`src/rtl/spi_slave_if.sv`:
```
`timescale 1ns/1ps
// spi_slave_if: oversampled SPI responder. Deframes 32-bit words while
// spi_frame is low and, when SPI_SLAVE_OOB_EN is defined, single out-of-band
// bytes while spi_frame is high. Reply data comes from a one-entry hold
// register; an empty hold at unit start sends TX_IDLE and flags tx_underrun.
module spi_slave_if #(
  parameter int          SYNC_STAGES = 2,
  parameter logic [31:0] TX_IDLE     = 32'hFFFF_FFFF
) (
  input  logic        clk,
  input  logic        rst_n,
  input  logic        spi_clk,
  input  logic        spi_mosi,
  output logic        spi_miso,
  input  logic        spi_cs,
  input  logic        spi_frame,
  output logic [31:0] rx_data,
  output logic        rx_valid,
  output logic        rx_oob,
  input  logic [31:0] tx_data,
  input  logic        tx_valid,
  output logic        tx_ready,
  output logic        tx_underrun,
  output logic        frame_err
);

`ifdef SPI_SLAVE_OOB_EN
  localparam bit OOB_EN = 1'b1;
`else
  localparam bit OOB_EN = 1'b0;
`endif

  localparam logic [1:0] ST_IDLE  = 2'd0;
  localparam logic [1:0] ST_LOAD  = 2'd1;
  localparam logic [1:0] ST_SHIFT = 2'd2;

  logic [SYNC_STAGES-1:0] sclk_sync, mosi_sync, cs_sync, frame_sync;
  logic        sclk_prev, cs_prev, frame_prev;
  logic        sclk_s, mosi_s, cs_s, frame_s;
  logic        sclk_rise, cs_fall, cs_rise, frame_edge;
  logic [1:0]  state;
  logic [5:0]  bit_cnt;
  logic [5:0]  unit_len;
  logic        shift_en, done;
  logic [31:0] rx_sh, tx_sh;
  logic [31:0] hold;
  logic        hold_valid;
  logic [31:0] load_word;

  // Synchronize the SPI pins and keep one previous sample for edge detection.
  // cs resets to its deasserted (high) level so reset release is not a cs fall.
  // NOTE: every sequential block uses non-blocking assignments so all flops
  // sample pre-edge values; blocking assignments here would collapse the chain.
  always_ff @(posedge clk or negedge rst_n) begin
    if (!rst_n) begin
      sclk_sync  <= '0;
      mosi_sync  <= '0;
      cs_sync    <= '1;
      frame_sync <= '0;
      sclk_prev  <= 1'b0;
      cs_prev    <= 1'b1;
      frame_prev <= 1'b0;
    end else begin
      sclk_sync  <= {sclk_sync[SYNC_STAGES-2:0], spi_clk};
      mosi_sync  <= {mosi_sync[SYNC_STAGES-2:0], spi_mosi};
      cs_sync    <= {cs_sync[SYNC_STAGES-2:0], spi_cs};
      frame_sync <= {frame_sync[SYNC_STAGES-2:0], spi_frame};
      sclk_prev  <= sclk_s;
      cs_prev    <= cs_s;
      frame_prev <= frame_s;
    end
  end

  assign sclk_s     = sclk_sync[SYNC_STAGES-1];
  assign mosi_s     = mosi_sync[SYNC_STAGES-1];
  assign cs_s       = cs_sync[SYNC_STAGES-1];
  assign frame_s    = frame_sync[SYNC_STAGES-1];
  assign sclk_rise  = sclk_s & ~sclk_prev;
  assign cs_fall    = cs_prev & ~cs_s;
  assign cs_rise    = ~cs_prev & cs_s;
  assign frame_edge = frame_s ^ frame_prev;

  // Without OOB support, bits clocked while spi_frame is high are ignored.
  assign unit_len  = (OOB_EN && frame_s) ? 6'd8 : 6'd32;
  assign shift_en  = OOB_EN || !frame_s;
  assign done      = (state == ST_SHIFT) && (bit_cnt == unit_len);
  assign load_word = hold_valid ? hold : TX_IDLE;
  assign tx_ready  = !hold_valid;

  // Unit sequencer: IDLE -> LOAD -> SHIFT -> LOAD ... while cs stays low.
  // The frame-edge and cs-rise handling after the case statement deliberately
  // overrides the case result; cs rise is last so it wins over a frame edge.
  always_ff @(posedge clk or negedge rst_n) begin
    if (!rst_n) begin
      state       <= ST_IDLE;
      bit_cnt     <= '0;
      rx_sh       <= '0;
      tx_sh       <= '0;
      rx_data     <= '0;
      rx_valid    <= 1'b0;
      rx_oob      <= 1'b0;
      tx_underrun <= 1'b0;
      frame_err   <= 1'b0;
    end else begin
      rx_valid    <= 1'b0;
      tx_underrun <= 1'b0;
      frame_err   <= 1'b0;
      case (state)
        ST_IDLE: begin
          if (cs_fall) state <= ST_LOAD;
        end
        ST_LOAD: begin
          tx_sh       <= load_word;
          tx_underrun <= !hold_valid;
          rx_sh       <= '0;
          bit_cnt     <= '0;
          state       <= ST_SHIFT;
        end
        ST_SHIFT: begin
          if (done) begin
            rx_valid <= 1'b1;
            rx_oob   <= OOB_EN && frame_s;
            rx_data  <= (OOB_EN && frame_s) ? {24'h0, rx_sh[31:24]} : rx_sh;
            bit_cnt  <= '0;
            state    <= ST_LOAD;
          end else if (sclk_rise && shift_en) begin
            rx_sh   <= {mosi_s, rx_sh[31:1]};
            tx_sh   <= {1'b0, tx_sh[31:1]};
            bit_cnt <= bit_cnt + 6'd1;
          end
        end
        default: state <= ST_IDLE;
      endcase

      if (frame_edge && !cs_s && state != ST_IDLE) begin
        if (OOB_EN) begin
          frame_err <= (bit_cnt != 6'd0) && !done;
          state     <= ST_LOAD;
        end
        bit_cnt <= '0;
      end

      if (cs_rise) begin
        frame_err <= (state == ST_SHIFT) && (bit_cnt != 6'd0) && !done;
        bit_cnt   <= '0;
        state     <= ST_IDLE;
      end
    end
  end

  // One-entry reply hold: LOAD empties it, and a write in the same cycle as
  // LOAD lands afterwards (later non-blocking assignment wins).
  always_ff @(posedge clk or negedge rst_n) begin
    if (!rst_n) begin
      hold       <= '0;
      hold_valid <= 1'b0;
    end else begin
      if (state == ST_LOAD) hold_valid <= 1'b0;
      if (tx_valid && tx_ready) begin
        hold       <= tx_data;
        hold_valid <= 1'b1;
      end
    end
  end

  // Drive MISO from the low bit of the reply shifter, one cycle behind it.
  always_ff @(posedge clk or negedge rst_n) begin
    if (!rst_n) begin
      spi_miso <= 1'b0;
    end else if (state == ST_IDLE || !shift_en) begin
      spi_miso <= 1'b0;
    end else if (state == ST_LOAD) begin
      spi_miso <= load_word[0];
    end else begin
      spi_miso <= tx_sh[0];
    end
  end

endmodule

```
`config.mk`:
```
export PLATFORM = sky130hd
export DESIGN_NAME = spi_slave_if
export DESIGN_NICKNAME = d
export VERILOG_FILES = /design/src/rtl/spi_slave_if.sv
export SDC_FILE = /design/constraint.sdc
export NUM_CORES = 1
export LEC_CHECK = 0
export CAP_MARGIN = 10
export CORE_ASPECT_RATIO = 0.9
export CORE_MARGIN = 2
export CORE_UTILIZATION = 55
export DETAILED_ROUTE_END_ITERATION = 16
export GPL_ROUTABILITY_DRIVEN = 0
export PLACE_DENSITY = 0.89
export SYNTH_ARGS = -nofsm -noshare
export SYNTH_HDL_FRONTEND = slang
export SYNTH_SLANG_ARGS = --single-unit
```
`constraint.sdc`:
```
create_clock -name clk -period 2.1 [get_ports clk]
set_input_delay 0.21 -clock clk [delete_from_list [all_inputs] [get_ports clk]]
set_output_delay 0.21 -clock clk [all_outputs]
set_load 0.005 [all_outputs]
```
## Yosys cells after proc, flatten, opt, wreduce, memory -nomap -nowiden

Index checks and enable logic that the tools add are counted.

| storage, ports and cells | value |
|---|---|
| bits in registers | 152 |
| bits in latches | 0 |
| bits in writable memories | 0 |
| bits in read-only memories | 0 |
| input port bits | 39 |
| output and inout bits | 38 |
| word-level logic and storage cells | 80 |
| memories kept | 0 |

| cells by class | value |
|---|---|
| add/sub/neg operators | 1 |
| multiply operators | 0 |
| div/mod/pow operators | 0 |
| magnitude comparators | 0 |
| equality and inequality tests | 8 |
| shift-type cells | 0 |
| multiplexer cells | 24 |
| bitwise gates (word level) | 7 |
| reductions and logical operators | 22 |

Operators by type and width:

| cell | number |
|---|---|
| $mux W32 | 5 |
| $pmux W32 S2 | 2 |
| $mux W6 | 4 |
| $pmux W6 S2 | 1 |
| $mux W1 | 8 |
| $logic_and A1 B1 Y1 | 7 |
| $add A6 B1 Y6 const B | 1 |
| $eq A6 B6 Y1 const B | 1 |
| $mux W2 | 3 |
| $ne A3 B3 Y1 const B | 2 |
| $pmux W2 S3 | 1 |
| $reduce_and A2 Y1 | 3 |
| $reduce_bool A2 Y1 | 3 |
| $reduce_bool A6 Y1 | 1 |
| $ne A5 B3 Y1 const B | 1 |
| $logic_not A1 Y1 | 4 |
| $reduce_bool A4 Y1 | 1 |
| $and A1 B1 Y1 | 3 |
| $not A1 Y1 | 3 |
| $reduce_and A3 Y1 | 1 |
| $eq A2 B1 Y1 const B | 1 |
| $eq A2 B2 Y1 const B | 1 |
| $logic_not A2 Y1 | 1 |
| $ne A2 B1 Y1 const B | 1 |
| 3 further kinds | 3 |

## Logic depth before layout (Yosys ltp)

| depth | value |
|---|---|
| depth in word-level cells | 8 |
| depth in mapped cells | 8 |
| depth with buffers taken out | 6 |

## Worst setup path before layout

OpenSTA, ideal clock, no wires.

| path | value |
|---|---|
| kind | flip-flop to flip-flop |
| from | register bit_cnt[0] |
| to | register rx_data[0] |
| setup time | 125 ps |
| arrival time | 1652 ps |
| data required time | 1975 ps |
| path slack | 324 ps |
| cell stages (with the launch flop) | 7 |
| path buffers | 1 |
| period minus slack after synthesis | 1776 ps |
| path through | dfrtp_1 > inv_1 > ha_1 > nor4b_4 > nand3_1 > buf_2 > mux2_2 |

| on the way | value |
|---|---|
| cells in the longest elaborated chain, start to end | 3 |

Ends and longest elaborated chain:

| what | RTL line | RTL |
|---|---|---|
| from (decl) | 42 | `logic [5:0] bit_cnt;` |
| from (signal assigned) | 129 | `bit_cnt <= bit_cnt + 6'd1;` |
| $eq A6 B6 Y1 | 86 | `assign done = (state == ST_SHIFT) && (bit_cnt == unit_len);` |
| $logic_and A1 B1 Y1 | 86 |  |
| $reduce_and A2 Y1 (no line) | - |  |
| to (signal assigned) | 123 | `rx_data <= (OOB_EN && frame_s) ? {24'h0, rx_sh[31:24]} : rx_sh;` |
| to (decl) | 17 | `output logic [31:0] rx_data,` |

Every way passes these cells.
A chain may end at the register's enable or synchronous reset.

## Worst setup path after layout

| path | value |
|---|---|
| from | register bit_cnt[0] |
| to | register rx_sh[27] |

| on the way | value |
|---|---|
| cells in the longest elaborated chain, start to end | 4 |

Ends and longest elaborated chain:

| what | RTL line | RTL |
|---|---|---|
| $eq A6 B6 Y1 | 86 |  |
| $logic_and A1 B1 Y1 | 86 |  |
| $ne A2 B2 Y1 (no line) | - |  |
| $reduce_and A3 Y1 (no line) | - |  |
| to (signal assigned) | 127 | `rx_sh <= {mosi_s, rx_sh[31:1]};` |
| to (decl) | 45 | `logic [31:0] rx_sh, tx_sh;` |

Every way passes these cells.

==> impl_metrics.toml <==
[status]
status = "finished clean"

[route]
via_per_inst = 6.01
num_vias = 4200
first_pass_iters = 4
drt-total-wl_mm = 12.4
final_antenna_net_count = 0
remaining_drc_errors = 0
drtIter0Drc = 269
wl_per_cell_um = 17.7

[cts]
h-tree-depth = 4
cts_buffer_depth = 2
cts_num_sinks = 152
cts_tree = "built"
cts.clk_slew.worst_paths_ns = 0.06
cts_root_buffer = "clkbuf_16"
cts_made_buffers = 17
clk_latency_ns = 0.42

[hold_path]
hold_path_end = "cs_sync[0]$_DFF_PN1_"
hold_path_startpoint = "spi_cs"
hp-class = "input port to flop"
holdPathStages = 1

[logic_synthesis]
synthesis.area_um2 = 6070
synth-edff-count = 0
yosysUniqueCellTypes = 38
yosysMostFrequentCell = "dfrtp_1"
ys_ff_latch = 152
synthFlopType = "dfrtp_1"
syn_inst = 481
async_flop_share = 1.00
synthAdderAreaFrac = 0.00618
synth_xor_area_frac = 0.00144
seq_area_frac_synth = 0.627
synth_top_family_by_area = "compound AO/OA/AOI/OAI gates"
yosys-mux-area-fraction = 0.122
yosysTopAreaCell = "dfrtp_1"
yosys.area.top_type_share = 0.614
synth_common_cells = "dfrtp_1 (149), mux2_2 (64), o21ai_0 (35)"
synth_compound_area_frac = 0.126
ys_warn_count = 0
yosys.area_share.simple = 0.0801
avgSynthCellArea_um2 = 12.6
yosys-top-cells-area = "dfrtp_1 (61%), mux2_2 (12%), a22o_1 (4.6%)"
syn-num-nets = 523

[sta]
maxSlewViolCount = 0
setup-violations-final = 0
slew_headroom = 0.578
worst_pin_slew_ns = 0.633
rsz0062_at_grt = "false"
fin_tns_setup_ns = 0
max_freq_ghz = 0.512
final_hold_viol_count = 0
fin_crit_sh = 0.931
finClkSkew_ns = 0.00737
fin_crit_ns = 1.95

[setup_path]
cp_slowest_cell = "buf_4"
critPathMostFrequentCell = "buf_4"
rrSetupSlack_ns = 0.15
path_class = "flop to flop"
path_delay_family = "buffers and inverters"
path_cells = "inv_1 -> ha_1 -> nor4b_4 -> buf_4 -> a211oi_4 -> buf_4 -> a22o_1"
crit_required_ns = 2.45
r2r_cells = 7
worst-path-buf-inv = 3
path_max_fanout = 32
slowest_delay_ns = 0.39
r2r-start = "bit_cnt[0]$_DFFE_PN0P_"
start_kind = "flop"
arrival_ns = 2.31
end_kind = "flop"
rr_endpoint = "rx_sh[27]$_DFFE_PN0P_"

[final_layout]
antenna_cells = 0
fillCellCount = 724
multiInputGateArea_um2 = 2060
drive_gt1_frac = 0.210
final_nets = 595
design_area_um2 = 7590
seq_area_um2 = 3810
areaGrowthSynthToFinish_pct = 25.0

[power_and_ir_drop]
leakage_uw = 0.00333
power_uw = 9290
irDropWorstVdd_mv = 1.04
p_per_area_nw_per_um2 = 1220

[global_routing]
antenna_found_initial = 0
grt_pass1_vias = 4375
grt_max_degree = 63
overflow = 0
grt_pass1_wl_mm = 21.0
track_usage = 0.224

[floorplanning]
die_w_um = 115
core_um2 = 10800
io_pins = 77
core.rowCount = 36
start_util = 0.562
die-area_um2 = 11900
die_h_um = 104

[placed_design]
portBuffers = 75
placed_area_um2 = 6940
place_hpwl_mm = 7.86

[flow_run]
maxCapViolations = 0
[layout by cell type, fill, tap and decap left out, types with 3 or more instances in the layout]
cell	instances
clkbuf_16	17
dfrtp_1	149
dfstp_2	3
clkbuf_1	3
nor2_1	7
clkinv_2	3
nor2b_2	3
nand2_1	32
buf_4	12
a22o_1	32
nand2b_1	4
inv_1	8
bufinv_16	4
o21ai_0	34
o211ai_1	4
ha_1	3
clkinv_4	3
nor3_1	34
mux2_2	64
clkdlybuf4s50_1	74
nand3_1	4
a31oi_1	31
a21oi_1	6
[registers in the layout (all words and copies together), names as in the netlist, 2 cells and up]
| signal | cells |
|---|---|
| sclk_sync | 2 |
| cs_sync | 2 |
| mosi_sync | 2 |
| bit_cnt | 6 |
| hold | 32 |
| tx_sh | 32 |
| frame_sync | 2 |
| rx_sh | 32 |
| rx_data | 32 |
| state | 2 |
[area by class of cell]
class / instances / share of cell area
flip-flops and latches: 152 / 0.502
clock buffers: 20 / 0.0575
multi-input cells: 282 / 0.271
well taps: 133 / 0.0219
clock inverters: 12 / 0.0232
inverters: 8 / 0.00396
repair buffers: 92 / 0.121
[power by group]
part / total [uW] / switching (uW) / internal (uW)
registers: 4000 / 404 / 3590
logic: 2150 / 1180 / 971
clock network: 3140 / 1150 / 1980
[through the flow]
step	hold slack [ns]	worst slack [ns]	utilization	std cells
2_1_floorplan	-0.0856	0.324	-	481
3_3_place_gp	0.160	0.182	0.642	664
3_5_place_dp	0.172	0.100	0.642	664
4_1_cts	0.205	0.0797	0.700	697
5_1_grt	0.205	0.000227	0.702	699
6_report	0.218	0.146	0.702	699
[cells by family after synthesis]
logic type,count (synthesis)
DFF,152
AOI/OAI and AO/OA,114
and+or+nand+nor,97
muxes,66
buffers and inverters,47
adders and majority gates,3
other,1
xor gates and xnor gates,1
[worst max path at each step]
stage | slack, ns | to | startpoint | cells past startpoint
global placement | 0.18 | bit_cnt[1]$_DFFE_PN0P_ | bit_cnt[0]$_DFFE_PN0P_ | 6
detailed placement | 0.10 | bit_cnt[1]$_DFFE_PN0P_ | bit_cnt[0]$_DFFE_PN0P_ | 6
finish | 0.15 | rx_sh[27]$_DFFE_PN0P_ | bit_cnt[0]$_DFFE_PN0P_ | 7
CTS | 0.08 | bit_cnt[1]$_DFFE_PN0P_ | bit_cnt[0]$_DFFE_PN0P_ | 6
global route | 0.0002 | tx_sh[30]$_DFFE_PN0P_ | bit_cnt[0]$_DFFE_PN0P_ | 8
floorplan | 0.32 | rx_data[0]$_DFFE_PN0P_ | bit_cnt[0]$_DFFE_PN0P_ | 6
[what timing repair did]
action | in CTS | in global routing
hold endpoints to repair | 43 | 0
resized for setup | 0 | 4
setup buffers | 0 | 2
hold buffers | 1 | 0
endpoints found under the setup margin | 0 | 39
[layer usage]
metal  wire (um)  up-vias  track usage
li1            -     1874            -
met1        5140     2127        0.292
met2        6310      177        0.352
met3         695       22       0.0591
met4         217        0        0.105
met5           0        -            0
Note: power is estimated with default switching activity, not from simulation.
